--- config.mk ---
export PLATFORM = sky130hd
export DESIGN_NAME = cdr_phase_ctrl
export DESIGN_NICKNAME = d
export VERILOG_FILES = /design/src/rtl/cdr_phase_ctrl.sv
export SDC_FILE = /design/constraint.sdc
export NUM_CORES = 1
export LEC_CHECK = 0
export BUFFER_PORTS_ARGS = -buffer_cell sky130_fd_sc_hd__buf_2
export CORE_MARGIN = 2
export CORE_UTILIZATION = 29
export CTS_BUF_LIST = sky130_fd_sc_hd__clkbuf_8
export CTS_CLUSTER_SIZE = 10
export DETAILED_ROUTE_END_ITERATION = 6
export GPL_ROUTABILITY_DRIVEN = 0
export PLACE_DENSITY = 0.57
export SLEW_MARGIN = 20
export SYNTH_ARGS = -nofsm -noshare
export SYNTH_HDL_FRONTEND = slang
export SYNTH_SLANG_ARGS = --single-unit
export TNS_END_PERCENT = 10
--- constraint.sdc ---
create_clock -name clk -period 3.6 [get_ports clk]
set_clock_uncertainty 0.05 [all_clocks]
set_input_delay 0.72 -clock clk [delete_from_list [all_inputs] [get_ports clk]]
set_output_delay 0.72 -clock clk [all_outputs]
set_load 0.01 [all_outputs]
--- src/rtl/cdr_phase_ctrl.sv ---
`default_nettype none
// ============================================================================
//  Module   : cdr_phase_ctrl
//  Purpose  : Phase tracker for a 2x-oversampled serial stream. Each accepted
//             4-sample word holds two bit periods. Edges are counted at the
//             two candidate sampling positions over a window of words. The
//             sampling phase moves to the quieter position when the edge
//             margin exceeds THRESH. Lock is declared after LOCK_WIN
//             consecutive switch-free windows that contained edges.
//
//  Parameters
//    WINDOW   : accepted words per phase-decision window (>= 2)
//    THRESH   : edge-count margin required to switch sampling phase
//    LOCK_WIN : consecutive good windows required to declare lock
//
//  Ports
//    clk       in   rising-edge clock
//    rst_n     in   asynchronous active-low reset
//    en        in   tracker enable; low returns the tracker to IDLE
//    in_valid  in   in_data carries a new word this cycle
//    in_data   in   [3:0] samples s0..s3, bit 0 earliest
//    out_valid out  out_data/out_num valid this cycle
//    out_data  out  [1:0] recovered bits, bit 0 earliest, unused bits 0
//    out_num   out  [1:0] number of valid bits in out_data (1 or 2)
//    phase     out  sampling phase (0: s0,s2  1: s1,s3)
//    locked    out  tracker is in LOCK
//    slip      out  one-cycle pulse whenever phase changes
//
//  Revision : 1.0  initial release
// ============================================================================
module cdr_phase_ctrl #(
  parameter int WINDOW   = 16,
  parameter int THRESH   = 4,
  parameter int LOCK_WIN = 4
) (
  input  logic       clk,
  input  logic       rst_n,
  input  logic       en,
  input  logic       in_valid,
  input  logic [3:0] in_data,
  output logic       out_valid,
  output logic [1:0] out_data,
  output logic [1:0] out_num,
  output logic       phase,
  output logic       locked,
  output logic       slip
);

  // Sums reach at most 2*WINDOW; counter spans 0..WINDOW-1; good count
  // spans 0..LOCK_WIN.
  localparam int SUM_W  = $clog2(2 * WINDOW + 1);
  localparam int CNT_W  = (WINDOW > 2) ? $clog2(WINDOW) : 1;
  localparam int GOOD_W = (LOCK_WIN > 1) ? $clog2(LOCK_WIN + 1) : 1;

  typedef enum logic [1:0] {
    ST_IDLE = 2'd0,
    ST_ACQ  = 2'd1,
    ST_LOCK = 2'd2
  } state_t;

  state_t             r_state;
  state_t             w_state_nxt;

  logic [CNT_W-1:0]   r_wcnt;
  logic [SUM_W-1:0]   r_sum_a;
  logic [SUM_W-1:0]   r_sum_b;
  logic               r_prev;     // s3 of the previous accepted word
  logic [GOOD_W-1:0]  r_good;
  logic               r_phase;
  logic               r_drop;     // next word's s0 repeats the last s3
  logic               r_out_valid;
  logic [1:0]         r_out_data;
  logic [1:0]         r_out_num;
  logic               r_slip;

  logic               w_accept;
  logic [1:0]         w_ea;
  logic [1:0]         w_eb;
  logic [SUM_W-1:0]   w_tot_a;
  logic [SUM_W-1:0]   w_tot_b;
  logic [31:0]        w_tot_a32;
  logic [31:0]        w_tot_b32;
  logic               w_win_end;
  logic               w_to1;
  logic               w_to0;
  logic               w_switch;
  logic               w_quiet;
  logic [GOOD_W-1:0]  w_good_inc;
  logic               w_good_full;

  // --------------------------------------------------------------------------
  // Edge detection on the stream p, s0, s1, s2, s3
  //   position A: p|s0 and s1|s2 boundaries (edges seen when sampling s0,s2)
  //   position B: s0|s1 and s2|s3 boundaries (edges seen when sampling s1,s3)
  // --------------------------------------------------------------------------
  assign w_accept  = en && in_valid && (r_state != ST_IDLE);

  assign w_ea      = {1'b0, r_prev ^ in_data[0]}     + {1'b0, in_data[1] ^ in_data[2]};
  assign w_eb      = {1'b0, in_data[0] ^ in_data[1]} + {1'b0, in_data[2] ^ in_data[3]};

  assign w_tot_a   = r_sum_a + {{(SUM_W-2){1'b0}}, w_ea};
  assign w_tot_b   = r_sum_b + {{(SUM_W-2){1'b0}}, w_eb};
  assign w_tot_a32 = 32'(w_tot_a);
  assign w_tot_b32 = 32'(w_tot_b);

  assign w_win_end = w_accept && (r_wcnt == CNT_W'(WINDOW - 1));

  // Strict comparison: a margin of exactly THRESH never switches.
  assign w_to1     = !r_phase && (w_tot_b32 > w_tot_a32 + 32'(THRESH));
  assign w_to0     =  r_phase && (w_tot_a32 > w_tot_b32 + 32'(THRESH));
  assign w_switch  = w_win_end && (w_to1 || w_to0);
  assign w_quiet   = (w_tot_a == '0) && (w_tot_b == '0);

  assign w_good_inc  = r_good + 1'b1;
  assign w_good_full = (32'(w_good_inc) >= 32'(LOCK_WIN));

  // --------------------------------------------------------------------------
  // State machine
  // --------------------------------------------------------------------------
  always_ff @(posedge clk or negedge rst_n) begin
    if (!rst_n) begin
      r_state <= ST_IDLE;
    end else begin
      r_state <= w_state_nxt;
    end
  end

  always_comb begin
    w_state_nxt = r_state;
    if (!en) begin
      w_state_nxt = ST_IDLE;
    end else begin
      case (r_state)
        ST_IDLE: w_state_nxt = ST_ACQ;
        ST_ACQ: begin
          if (w_win_end && !w_switch && !w_quiet && w_good_full) begin
            w_state_nxt = ST_LOCK;
          end
        end
        ST_LOCK: begin
          if (w_switch) begin
            w_state_nxt = ST_ACQ;
          end
        end
        default: w_state_nxt = ST_IDLE;
      endcase
    end
  end

  // --------------------------------------------------------------------------
  // Window accumulation, phase decision and good-window counting
  // --------------------------------------------------------------------------
  always_ff @(posedge clk or negedge rst_n) begin
    if (!rst_n) begin
      r_wcnt  <= '0;
      r_sum_a <= '0;
      r_sum_b <= '0;
      r_prev  <= 1'b0;
      r_good  <= '0;
      r_phase <= 1'b0;
      r_drop  <= 1'b0;
      r_slip  <= 1'b0;
    end else begin
      r_slip <= w_switch;
      if (r_state == ST_IDLE) begin
        // Phase is deliberately kept across IDLE.
        r_wcnt  <= '0;
        r_sum_a <= '0;
        r_sum_b <= '0;
        r_prev  <= 1'b0;
        r_good  <= '0;
        r_drop  <= 1'b0;
      end else if (w_accept) begin
        r_prev <= in_data[3];
        // Leaving phase 1 for phase 0 makes the next s0 a second look at
        // the bit already delivered as s3, so that bit is dropped once.
        r_drop <= w_switch && r_phase;
        if (w_win_end) begin
          r_wcnt  <= '0;
          r_sum_a <= '0;
          r_sum_b <= '0;
          r_phase <= r_phase ^ w_switch;
          if (w_switch || (r_state == ST_ACQ && w_quiet)) begin
            r_good <= '0;
          end else if (r_state == ST_ACQ) begin
            r_good <= w_good_inc;
          end
        end else begin
          r_wcnt  <= r_wcnt + 1'b1;
          r_sum_a <= w_tot_a;
          r_sum_b <= w_tot_b;
        end
      end
    end
  end

  // --------------------------------------------------------------------------
  // Recovered data, one cycle after each accepted word
  // --------------------------------------------------------------------------
  always_ff @(posedge clk or negedge rst_n) begin
    if (!rst_n) begin
      r_out_valid <= 1'b0;
      r_out_data  <= 2'b00;
      r_out_num   <= 2'd0;
    end else begin
      r_out_valid <= w_accept;
      if (w_accept) begin
        if (r_phase) begin
          r_out_data <= {in_data[3], in_data[1]};
          r_out_num  <= 2'd2;
        end else if (r_drop) begin
          r_out_data <= {1'b0, in_data[2]};
          r_out_num  <= 2'd1;
        end else begin
          r_out_data <= {in_data[2], in_data[0]};
          r_out_num  <= 2'd2;
        end
      end
    end
  end

  assign out_valid = r_out_valid;
  assign out_data  = r_out_data;
  assign out_num   = r_out_num;
  assign phase     = r_phase;
  assign locked    = (r_state == ST_LOCK);
  assign slip      = r_slip;

endmodule
`default_nettype wire

# ---- Word-level counts from Yosys, hierarchy flattened
# Index checks and enable logic that the tools add are counted.
dict set report classes {
  bitwise 6
  reduce_logical 27
  magnitude_cmp 3
  eq_ne 5
  addsub 8
  muxes 26
}
# op count
set op_table {}
lappend op_table {{$mux W6} 6}
lappend op_table {{$mux W3} 5}
lappend op_table {{$add A6 B3 Y7 const B} 2}
lappend op_table {{$gt A6 B7 Y1} 2}
lappend op_table {{$mux W2} 7}
lappend op_table {{$add A6 B2 Y6} 2}
lappend op_table {{$logic_and A1 B1 Y1} 12}
lappend op_table {{$logic_not A6 Y1} 2}
lappend op_table {{$mux W4} 3}
lappend op_table {{$pmux W2 S3} 1}
lappend op_table {{$reduce_and A3 Y1} 2}
lappend op_table {{$reduce_bool A2 Y1} 3}
lappend op_table {{$xor A1 B1 Y1} 5}
lappend op_table {{$add A1 B1 Y2} 2}
lappend op_table {{$add A4 B1 Y4 const B} 1}
lappend op_table {{$eq A4 B4 Y1 const B} 1}
lappend op_table {{$mux W1} 4}
lappend op_table {{$add A3 B1 Y3 const B} 1}
lappend op_table {{$ge A3 B3 Y1 const B} 1}
lappend op_table {{$logic_not A1 Y1} 3}
lappend op_table {{$ne A3 B2 Y1 const B} 1}
lappend op_table {{$ne A3 B3 Y1 const B} 1}
lappend op_table {{$reduce_bool A3 Y1} 1}
lappend op_table {{$eq A2 B1 Y1 const B} 1}
lappend op_table {{5 further kinds} 6}
dict set report totals {
  ff_bits 30
  input_bits 8
}

# ---- Longest topological paths before layout
dict set report logic_depth {
  word_depth 15
  ltp_mapped 16
}

# ---- Least setup slack after synthesis
# OpenSTA, ideal clock, no wires.
dict set report synth_timing {
  kind {input to register}
  startpoint {input in_data[0]}
  endpoint {register r_phase, in the netlist phase}
  path_slack_ns -0.452
  arrival_time_ns 3.878
  n_path_buf 0
  cell_stages 16
  t_required_ns 3.425
  path_cell_list {xor2_1 -> fa_1 -> ha_1 -> xnor2_1 -> inv_1 -> ha_1 -> xor2_1 -> ha_1 -> nor3_1 -> nor3_1 -> o21ai_0 -> o32ai_1 -> nand2_1 -> inv_1 -> ha_1 -> mux2_2}
}
dict set report synth_between {
  elab_chain_cells 9
  elab_cells_between_ends 15
}
# element line
set synth_rtl {}
lappend synth_rtl {{start, declared} 40} ;# input logic [3:0] in_data,
lappend synth_rtl {{$xor A1 B1 Y1, on equally long branches} {98, 99}}
lappend synth_rtl {{$add A1 B1 Y2, on equally long branches} {98, 99}}
lappend synth_rtl {{$add A6 B2 Y6, on equally long branches} {101, 102}}
lappend synth_rtl {{$add A6 B3 Y7, on equally long branches} {109, 110}}
lappend synth_rtl {{$gt A6 B7 Y1, on equally long branches} {109, 110}}
lappend synth_rtl {{$logic_and A1 B1 Y1, on equally long branches} {109, 110}}
lappend synth_rtl {{$logic_or A1 B1 Y1 (*)} 111} ;# assign w_switch = w_win_end && (w_to1 || w_to0);
lappend synth_rtl {{$logic_and A1 B1 Y1 (*)} 111}
lappend synth_rtl {{net w_switch} 86} ;# logic w_switch;
lappend synth_rtl {{$xor A1 B1 Y1 (*)} 182} ;# r_phase <= r_phase ^ w_switch;
lappend synth_rtl {{end signal, assigned} 182}
lappend synth_rtl {{end, declared} 69} ;# logic r_phase;
# The timed path passes the listed nets; every way through them passes the cells marked *.
# A chain may end at the register's enable or synchronous reset.

# ---- Worst setup path in the final report
dict set report layout_timing {
  startpoint {input in_data[1]}
  endpoint {register r_phase, in the netlist phase}
}
# Same word-level chain as after synthesis.

==> metrics.md <==
| Metric | Value |
|---|---|
| Routed metal-1 wire length | about 2.4 mm |
| Post-Syn Area | around 2000 um2 |
| Vias per cell | approximately 4.9 |
| Post-synthesis cell type count | 48 |
| Arrival time at the worst endpoint | approximately 3.7 ns |
| Violated checks | setup timing |
| DR DRC count | 0 |
| Worst R2R Start | r_prev |
| Top layer used by detailed routing | met4 |
| Average wire per standard cell | between 10 and 15 um |
| CTS sink count | 30 |
| Final worst path period share | 100% |
| Total setup violations reported at the end of the flow | 1 |
| Endpoint of the most critical register-to-register path | phase |
| Fraction of power spent switching nets | around 29% |
| Vias after detailed routing | 1743 |
| Clock Pin Slew Worst Setup and Hold Paths | around 0.07 ns |
| Hold Path Stages | 1 |
| Yosys top cell area share | a little under two fifths |
| Number of nets in the synthesized netlist | roughly 250 |
| Antenna violations before repair | 0 |
| Net Sw Power | 0.233 mW |
| Leakage power | around 1.3 nW |
| Average footprint of a synthesized cell | roughly 9 um2 |
| Cell internal power dissipation | ~0.57 mW |
| Power Dens Cells | ~290 nW/um2 |
| Master cell of the clock root buffer | clkbuf_8 |
| RSZ-0062 raised after global routing | yes |
| Reg-to-reg slack, setup | about 0.11 ns |
| Total of buffers placed on input and output ports | 15 |
| Number of cells on the worst reg-to-reg path | 16 |
| Util after Layout | 40.3% |
| Standard-cell rows | 30 |
| DIE HEIGHT | roughly 88 um |
| Most common cell after layout, fill and taps aside | dfrtp_1 |
| CP max stage delay | between 0.4 and 0.5 ns |
| Final Max Tran Viols | 0 |
| Status | finished with violations |
| Post-synth EDFFs | 0 |
| Worst-path cell chain | buf_6, xor2_2, fa_2, ha_4, xnor2_4, inv_2, ha_4, xor2_1, ha_1, nor3_2, nor3_2, o21ai_2, o32ai_2, nand2_1, inv_2, ha_4, mux2_4 |
| Most frequent cell on the critical path | ha_4 |
| Kind of end point of the critical path | register |
| Startpoint class of the critical path | input pin |
| Vias in the first global route | 1721 |
| DP Wirelength | 3.44 mm |
| Top-level I/O count | 16 |
| Max capacitance violation total | 0 |
| Maximum number of pins on one net before global-route repair | 31 |
| Clock Latency Late Sink | 0.28 ns |
| Slew at the pin closest to its max-slew limit | 0.714 ns |
| CTS HTree Levels | 2 |
| Longest Clk Path Bufs | 2 |
| First-pass GRT wire length | approximately 8.3 mm |
| Highest-count cells in the layout ignoring fill and taps | dfrtp_1, buf_4, nand2_1 |
| Peak supply drop | between 200 and 250 uV |
| Clock group share of total power | a little over a third |
| Final Net Count | 290 |
| Number of endpoints with negative hold slack in the final report | 0 |
| Violation count after the first detailed-routing iteration | 75 |
| Cell with the largest stage delay on the worst path | fa_2 |
| Type of the setup path with the least slack | input pin to register |
| Top FF cell, synth | dfrtp_1 |
| Sum of met2 wire segment lengths after detailed routing | 2.49 mm |
| Antenna Cells | 0 |
| Worst hold slack | between 0.4 and 0.5 ns |
| Highest achievable clock rate | approximately 0.28 GHz |
| Relative contribution of sequential cells to total power | between 40 and 50% |
| Horizontal extent of the die | 87.6 um |
| Core area | 6790 um2 |
| Total routing resource utilization after global routing | 13.8% |
| Period minus WS final | between 3 and 4 ns |
| Iteration count of the initial detailed-routing pass | 4 |
| Worst hold path startpoint | out_num[0] |
| Yosys warning count | 0 |
| CTS Buf Count | 5 |
| Comb power frac | 19.0% |
| Final setup margin | -0.0152 ns |
| Final WL | 5.09 mm |
| Starting density of the core | between 20 and 30% |
| Async SR Flop Fraction | 100% |
| Data required time at the worst endpoint | between 3 and 4 ns |
| Metal3 WL | ~150 um |
| Flop and latch count out of synthesis | 30 |
| Number of instances in the synthesized netlist | ~220 |
| ANT nets after route | 0 |
| Die Footprint | 7680 um2 |
| Max Fanout on Critical Path | 4 |
| CTS tree | done |
| Area delta synth->final | 35.0% |
| Type of the worst min-delay path | register to register |
| End point of the most critical hold path | out_num[0] |
| Cell types occupying the most area after synthesis | dfrtp_1, ha_1, xor2_1 |
| Share of post-route cells with drive strength above 1 | 33.5% |
| Register area share after synthesis | between 30% and 40% |
| Global-route congestion overflow total | 0 |
| Worst slew margin | around 52% |
| Total negative slack | -0.0152 ns |
| Most area-hungry cell type in the Yosys netlist | dfrtp_1 |
cells by family (layout without fill, tap and decap cells):
group / after synthesis / in the layout / share of synthesized area (%)
compound gates: 44 / 44 / 14.0
fa+ha+maj: 20 / 20 / 13.1
xor+xnor: 20 / 20 / 8.64
flops: 30 / 30 / 37.0
buf+inv: 22 / 66 / 4.63
mux: 2 / 2 / 1.05
simple gates: 81 / 81 / 21.6
flip-flops by register name, indices dropped and copies added (netlist names):
| signal | flops |
|---|---|
| r_state | 2 |
| r_sum_a | 6 |
| r_prev | 1 |
| slip | 1 |
| out_num | 2 |
| r_wcnt | 4 |
| r_good | 3 |
| r_sum_b | 6 |
| out_data | 2 |
| phase | 1 |
| out_valid | 1 |
| r_drop | 1 |
per-stage QoR:
stage | power, mW | setup WS (ns) | cell area, um2 | cells
after CTS | 0.803 | -0.0164 | 2660 | 359
final | 0.800 | -0.0152 | 2740 | 359
after floorplan | 0.444 | -0.124 | 2110 | 219
after global routing | 0.849 | -0.180 | 2740 | 359
after detailed placement | 0.498 | -0.429 | 2430 | 345
after global placement | 0.498 | -0.332 | 2430 | 345
how the worst max path moves through the flow:
stage | depth (start not counted) | from | to
2_1_floorplan | 16 | in_data[0] | phase
3_3_place_gp | 17 | in_data[0] | phase
3_5_place_dp | 17 | in_data[0] | phase
4_1_cts | 17 | in_data[0] | phase
5_1_grt | 17 | in_data[1] | phase
6_report | 17 | in_data[1] | phase
power by group through the flow:
stage / Clock, mW / Combinational [mW] / Sequential (mW)
after floorplan: 0 / 0.0810 / 0.363
after global placement: 0 / 0.136 / 0.362
after detailed placement: 0 / 0.136 / 0.362
after CTS: 0.300 / 0.147 / 0.356
after global routing: 0.318 / 0.173 / 0.358
final: 0.292 / 0.152 / 0.356
critical path: cells and delay by family:
kind                     cells  cell delay [ns]
multiplexers                 1             0.25
buffers and inverters        3             0.27
AND/OR/NAND/NOR              3             0.33
XOR/XNOR                     3             0.50
AO/OA/AOI/OAI                2             0.33
adder cells (fa/ha/maj)      5             1.33
cells in the mapped netlist (3+ instances only):
library cell / instances
dfrtp_1: 30
nand2_1: 25
ha_1: 18
inv_1: 16
o21ai_0: 16
xor2_1: 14
nand3_1: 12
nor2_1: 11
a21oi_1: 9
a22o_1: 6
xnor2_1: 6
nor3_1: 4
a21o_1: 3
buf_2: 3
nand2b_1: 3
nor2b_1: 3
nor4_1: 3
final cells by class:
cell class,count,area [um2]
Fill cell,685,4060
Timing Repair Buffer,42,304
Inverter,16,60.1
Clock buffer,6,82.6
Clock inverter,2,12.5
Tap cell,96,120
Multi-Input combinational cell,167,1410
Sequential cell,30,751
timing repair:
| item | CTS | global route |
|---|---|---|
| pin swaps | 10 | 15 |
| endpoints found under the setup margin | 3 | 4 |
| setup buffers | 6 | 1 |
| gates resized for setup | 18 | 15 |
| hold buffers | 0 | 0 |
layer usage:
metal | up-vias | track usage [%]
met3 | 9 | 2.64
met1 | 853 | 18.6
met2 | 33 | 22.2
met5 | - | 0
li1 | 848 | -
met4 | 0 | 4.76
Power figures use the tool's default switching activity.
